**config.mk**
```make
export PLATFORM = sky130hd
export DESIGN_NAME = riscv_run_controller
export DESIGN_NICKNAME = d
export VERILOG_FILES = /design/src/rtl/riscv_run_controller.sv
export SDC_FILE = /design/constraint.sdc
export NUM_CORES = 1
export LEC_CHECK = 0
export BUFFER_PORTS_ARGS = -buffer_cell sky130_fd_sc_hd__clkbuf_2
export CORE_UTILIZATION = 47
export CTS_BUF_LIST = sky130_fd_sc_hd__clkbuf_8 sky130_fd_sc_hd__clkbuf_16
export CTS_CLUSTER_DIAMETER = 80
export DETAILED_ROUTE_END_ITERATION = 7
export PLACE_DENSITY = 0.77
export SLEW_MARGIN = 20
export SYNTH_ARGS = -nofsm -noshare
export SYNTH_HDL_FRONTEND = slang
export SYNTH_SLANG_ARGS = --single-unit
```
**constraint.sdc**
```tcl
create_clock -name clk -period 2 [get_ports clk]
set_input_delay 0.4 -clock clk [delete_from_list [all_inputs] [get_ports clk]]
set_output_delay 0.4 -clock clk [all_outputs]
set_load 0.05 [all_outputs]
```
**src/rtl/riscv_run_controller.sv**
```systemverilog
// Run-control sequencer for the single-cycle RISC-V core: core reset hold, cycle budget, halt-PC detection.
// Optional stall-based halt detection is built only when STALL_DETECT_EN is defined.
module riscv_run_controller #(
  parameter int unsigned XLEN        = 32,
  parameter int unsigned CNT_W       = 16,
  parameter int unsigned RST_CYCLES  = 2,
  parameter int unsigned MAX_CYCLES  = 64,
  parameter int unsigned STALL_LIMIT = 4
) (
  input  logic             clk,
  input  logic             rst,
  input  logic             start,
  input  logic [XLEN-1:0]  pc,
  input  logic [XLEN-1:0]  halt_addr,
  output logic             core_rst_n,
  output logic             running,
  output logic             done,
  output logic             timeout,
  output logic             stalled,
  output logic [CNT_W-1:0] cycle_cnt,
  output logic [XLEN-1:0]  final_pc
);

  localparam logic [2:0] S_IDLE     = 3'd0;
  localparam logic [2:0] S_CORE_RST = 3'd1;
  localparam logic [2:0] S_RUN      = 3'd2;
  localparam logic [2:0] S_DONE     = 3'd3;
  localparam logic [2:0] S_TIMEOUT  = 3'd4;

  localparam int unsigned     RCW      = (RST_CYCLES > 1) ? $clog2(RST_CYCLES) : 1;
  localparam logic [RCW-1:0]  RST_LAST = RCW'(RST_CYCLES - 1);
  localparam logic [CNT_W-1:0] CNT_LAST = CNT_W'(MAX_CYCLES - 1);

  if (RST_CYCLES < 1 || MAX_CYCLES < 1 || STALL_LIMIT < 1 || (MAX_CYCLES >> CNT_W) != 0)
  begin : g_bad_params
    $error("riscv_run_controller: parameter out of range");
  end

  logic [2:0]       state_q, state_d;
  logic [RCW-1:0]   rst_cnt_q, rst_cnt_d;
  logic [CNT_W-1:0] cycle_cnt_q, cycle_cnt_d;
  logic [XLEN-1:0]  final_pc_q, final_pc_d;
  logic             stalled_q, stalled_d;
  logic             core_rst_n_q, running_q, done_q, timeout_q;
  logic             halt_hit, stall_hit, budget_hit;

  assign halt_hit   = (pc == halt_addr);
  assign budget_hit = (cycle_cnt_q == CNT_LAST);

`ifdef STALL_DETECT_EN
  localparam int unsigned    SCW        = (STALL_LIMIT > 1) ? $clog2(STALL_LIMIT) : 1;
  localparam logic [SCW-1:0] STALL_LAST = SCW'(STALL_LIMIT - 1);

  logic [SCW-1:0]  stall_cnt_q;
  logic [XLEN-1:0] prev_pc_q;
  logic            prev_vld_q;
  logic            pc_same;

  // The first RUN cycle has no previous sample, so prev_vld_q gates the comparison.
  assign pc_same   = prev_vld_q && (pc == prev_pc_q);
  assign stall_hit = pc_same && (stall_cnt_q == STALL_LAST);

  always_ff @(posedge clk or negedge rst) begin
    if (!rst) begin
      stall_cnt_q <= '0;
      prev_pc_q   <= '0;
      prev_vld_q  <= 1'b0;
    end else if (state_q == S_RUN) begin
      stall_cnt_q <= pc_same ? stall_cnt_q + SCW'(1) : '0;
      prev_pc_q   <= pc;
      prev_vld_q  <= 1'b1;
    end else begin
      stall_cnt_q <= '0;
      prev_vld_q  <= 1'b0;
    end
  end
`else
  assign stall_hit = 1'b0;
`endif

  always_comb begin
    state_d     = state_q;
    rst_cnt_d   = rst_cnt_q;
    cycle_cnt_d = cycle_cnt_q;
    final_pc_d  = final_pc_q;
    stalled_d   = stalled_q;
    case (state_q)
      S_IDLE, S_DONE, S_TIMEOUT: begin
        if (start) begin
          state_d     = S_CORE_RST;
          rst_cnt_d   = '0;
          cycle_cnt_d = '0;
          final_pc_d  = '0;
          stalled_d   = 1'b0;
        end
      end
      S_CORE_RST: begin
        if (rst_cnt_q == RST_LAST) begin
          state_d   = S_RUN;
          rst_cnt_d = '0;
        end else begin
          rst_cnt_d = rst_cnt_q + RCW'(1);
        end
      end
      S_RUN: begin
        cycle_cnt_d = cycle_cnt_q + CNT_W'(1);
        // Halt match wins over stall, stall wins over budget exhaustion.
        if (halt_hit) begin
          state_d    = S_DONE;
          final_pc_d = pc;
        end else if (stall_hit) begin
          state_d    = S_DONE;
          final_pc_d = pc;
          stalled_d  = 1'b1;
        end else if (budget_hit) begin
          state_d    = S_TIMEOUT;
          final_pc_d = pc;
        end
      end
      default: state_d = S_IDLE;
    endcase
  end

  always_ff @(posedge clk or negedge rst) begin
    if (!rst) begin
      state_q      <= S_IDLE;
      rst_cnt_q    <= '0;
      cycle_cnt_q  <= '0;
      final_pc_q   <= '0;
      stalled_q    <= 1'b0;
      core_rst_n_q <= 1'b0;
      running_q    <= 1'b0;
      done_q       <= 1'b0;
      timeout_q    <= 1'b0;
    end else begin
      state_q      <= state_d;
      rst_cnt_q    <= rst_cnt_d;
      cycle_cnt_q  <= cycle_cnt_d;
      final_pc_q   <= final_pc_d;
      stalled_q    <= stalled_d;
      core_rst_n_q <= (state_d == S_RUN) || (state_d == S_DONE) || (state_d == S_TIMEOUT);
      running_q    <= (state_d == S_RUN);
      done_q       <= (state_d == S_DONE);
      timeout_q    <= (state_d == S_TIMEOUT);
    end
  end

  assign core_rst_n = core_rst_n_q;
  assign running    = running_q;
  assign done       = done_q;
  assign timeout    = timeout_q;
  assign stalled    = stalled_q;
  assign cycle_cnt  = cycle_cnt_q;
  assign final_pc   = final_pc_q;

endmodule

```
==> results.toml <==
[run_status]
outcome = "complete, but fails checks"
failed_checks = "negative setup slack"

[global_routing]
overflow = 0
antenna_found_initial = 0
grt_pass1_vias = 3787
grt_usage_pct = 27.4
grt_pass1_wl_um = 18700
grt_max_degree = 40

[route]
ant_nets = 0
wl_per_cell_um = 16.9
vias = 4101
drc = 0
dr.pass1.iters = 5
drtIter0Drc = 312
viasPerCell = 6.05
wl_um = 11500

[sta]
holdWs_ns = 0.163
finalClockSkew_ns = 0.0108
relSlewSlack_pct = 45.8
fin_crit_ns = 2.15
fmax_mhz = 465
worst_pin_slew_ns = 0.813
setup_viol = 32
period_share_pct = 108
rsz0062_at_grt = "true"
slew_viol_final = 0
hold_viol = 0
setup_slack_ns = -0.153

[synthesis]
yosys.area.top_type_share_pct = 36.6
ys_top_cells_by_area = "dfrtp_1 37%, a32oi_1 7.3%, xor2_1 7.3%"
synthDistinctLibCells = 45
synth_edf_count = 0
synth_nets = 511
async_flop_share_pct = 100
avgSynthCellArea_um2 = 8.64
syn_inst = 443
yosysTopAreaCell = "dfrtp_1"
synth_ff_type = "dfrtp_1"
syn-cell-area_um2 = 3830
ys_warn_count = 0
ys_seq_elements = 56
yosysSeqAreaShare_pct = 36.6

[placement]
hpwlAfterDp_um = 8260
gp_congestion = 0.904
numPortBuffers = 118
dp.cells = 669

[critical_path]
reg2reg_depth = 6
r2r_end = "final_pc[16]$_DFFE_PN0P_"
worst-setup-path-type = "reg2reg"
r2r_start = "cycle_cnt[15]$_DFFE_PN0P_"
arrival_ns = 2.34
cp_max_fo = 24
r2r_slack_ns = -0.15
worstSetupEndpointType = "flop"
worstPathRequired_ns = 2.19
critPathLaunchType = "flop"

[die]
rows = 32
core_area_um2 = 7810
die_w_um = 92.2
die-area_um2 = 8510
dieHeight_um = 92.2
io_pins = 120
start_util_pct = 49.0

[finish]
final_cell_mix = "118 x clkbuf_2, 44 x dfrtp_1, 39 x buf_4, 38 x inv_1, 36 x and3_1"
instances_no_fill = 678
num-nets-final = 643
num_antenna_cells = 0
multiInputGateArea_um2 = 2180
seqCellArea_um2 = 1420
final_common_cell = "clkbuf_2"
fillers = 671
drive_gt1_share_pct = 34.2
syn_to_final_growth_pct = 29.3

[clock_network]
root_buffer = "clkbuf_8"
cts_max_level = 2
cts.sinks = 56
worstSkewPairLatency_ns = 0.31
cts_hold_buffers = 0
cts_tree = "built"
cts_made_buffers = 5
clk_path_buf_depth = 2
clk_pin_slew_ns = 0.10

[power_and_ir_drop]
p_leak_nw = 2.36
max-vdd-ir-drop_mv = 0.255
power.density_nw_per_um2 = 407

[flow_run]
maxCapViolCount = 0

[worst_hold_path]
hold_path.class = "in2async"
[logic make-up (layout without fill, tap and decap cells)]
group	Yosys count	after routing	share of synthesized area, %
compound gates	135	135	25.6
xor+xnor	32	32	7.33
fa+ha+maj	1	1	0.327
buf+inv	74	207	7.59
flops	56	56	36.6
mux	5	5	1.31
other cells	1	1	0.0980
simple gates	139	139	21.1
[registers in the layout, summed over array words and instances, names as in the netlist]
signal and flops:
core_rst_n 1, rst_cnt_q 1, final_pc 32, state_q 3
done 1, running 1, timeout 1, cycle_cnt 16
[worst max-delay path, cell delays in order (launching register included)]
cell and delay (ns):
dfrtp_2 0.43, or4bb_1 0.52, o41ai_4 0.40, nand2_2 0.15, buf_12 0.19, a31oi_1 0.19, o211ai_1 0.13
[routing by layer]
layer / vias to the layer above / GRT usage (%) / share of wire [%]
met3: 19 / 4.64 / 8.0
li1: 1918 / - / -
met5: - / 0 / 0
met4: 0 / 8.98 / 1.8
met2: 207 / 44.1 / 49
met1: 1957 / 37.4 / 41
[synth_stat cells (5+ instances only)]
cell       n
o211ai_1  33
a31oi_1   33
nand2_1   15
mux2i_1    5
inv_1     36
and3_1    36
buf_2      7
a21oi_1   10
nand3_1   13
o21ai_0   14
nor2_1    10
xor2_1    32
a32oi_1   32
clkbuf_1  29
nor4_1     9
and2_1    33
dfrtp_1   56
[report_power, final]
part,switching (mW),internal [mW]
combinational,0.152,0.111
clock,0.373,0.238
sequential,0.00305,1.14
[worst max path at each step]
stage                                          from                  endpoint  slack [ns]
after floorplan           cycle_cnt[10]$_DFFE_PN0P_  final_pc[10]$_DFFE_PN0P_       -0.22
after global placement    cycle_cnt[10]$_DFFE_PN0P_   final_pc[0]$_DFFE_PN0P_       -0.09
after detailed placement  cycle_cnt[10]$_DFFE_PN0P_   final_pc[9]$_DFFE_PN0P_       -0.12
after CTS                 cycle_cnt[10]$_DFFE_PN0P_   final_pc[0]$_DFFE_PN0P_       -0.14
after global routing      cycle_cnt[15]$_DFFE_PN0P_   final_pc[0]$_DFFE_PN0P_       -0.22
final                     cycle_cnt[15]$_DFFE_PN0P_  final_pc[16]$_DFFE_PN0P_       -0.15
[what timing repair did]
item                       in CTS  in global routing
pin swaps                       1                  1
setup buffers                   0                  1
setup endpoints to repair      32                 35
gates resized for setup         0                  5
gates cloned                    0                  0
[cell type report]
cell class / instances / area share, %
clock buffer: 5 / 1.39
clock inverter: 3 / 0.253
inverter: 36 / 2.73
multi-input combinational: 313 / 44.1
sequential: 56 / 28.6
tap: 102 / 2.58
timing repair buffer: 163 / 20.3
[per-stage QoR]
| stage | worst slack, ns | total power, mW | setup TNS, ns | instance area, um2 | util [%] |
|---|---|---|---|---|---|
| final | -0.153 | 2.01 | -3.43 | 4950 | 63.3 |
| after global routing | -0.225 | 2.09 | -5.95 | 4950 | 63.3 |
| after CTS | -0.140 | 2.03 | -3.45 | 4910 | 62.9 |
| after detailed placement | -0.122 | 1.43 | -2.77 | 4830 | 61.8 |
| after global placement | -0.0853 | 1.42 | -1.59 | 4830 | 61.8 |
| after floorplan | -0.222 | 1.27 | -6.90 | 3840 | - |
Note: power is estimated with default switching activity, not from simulation.
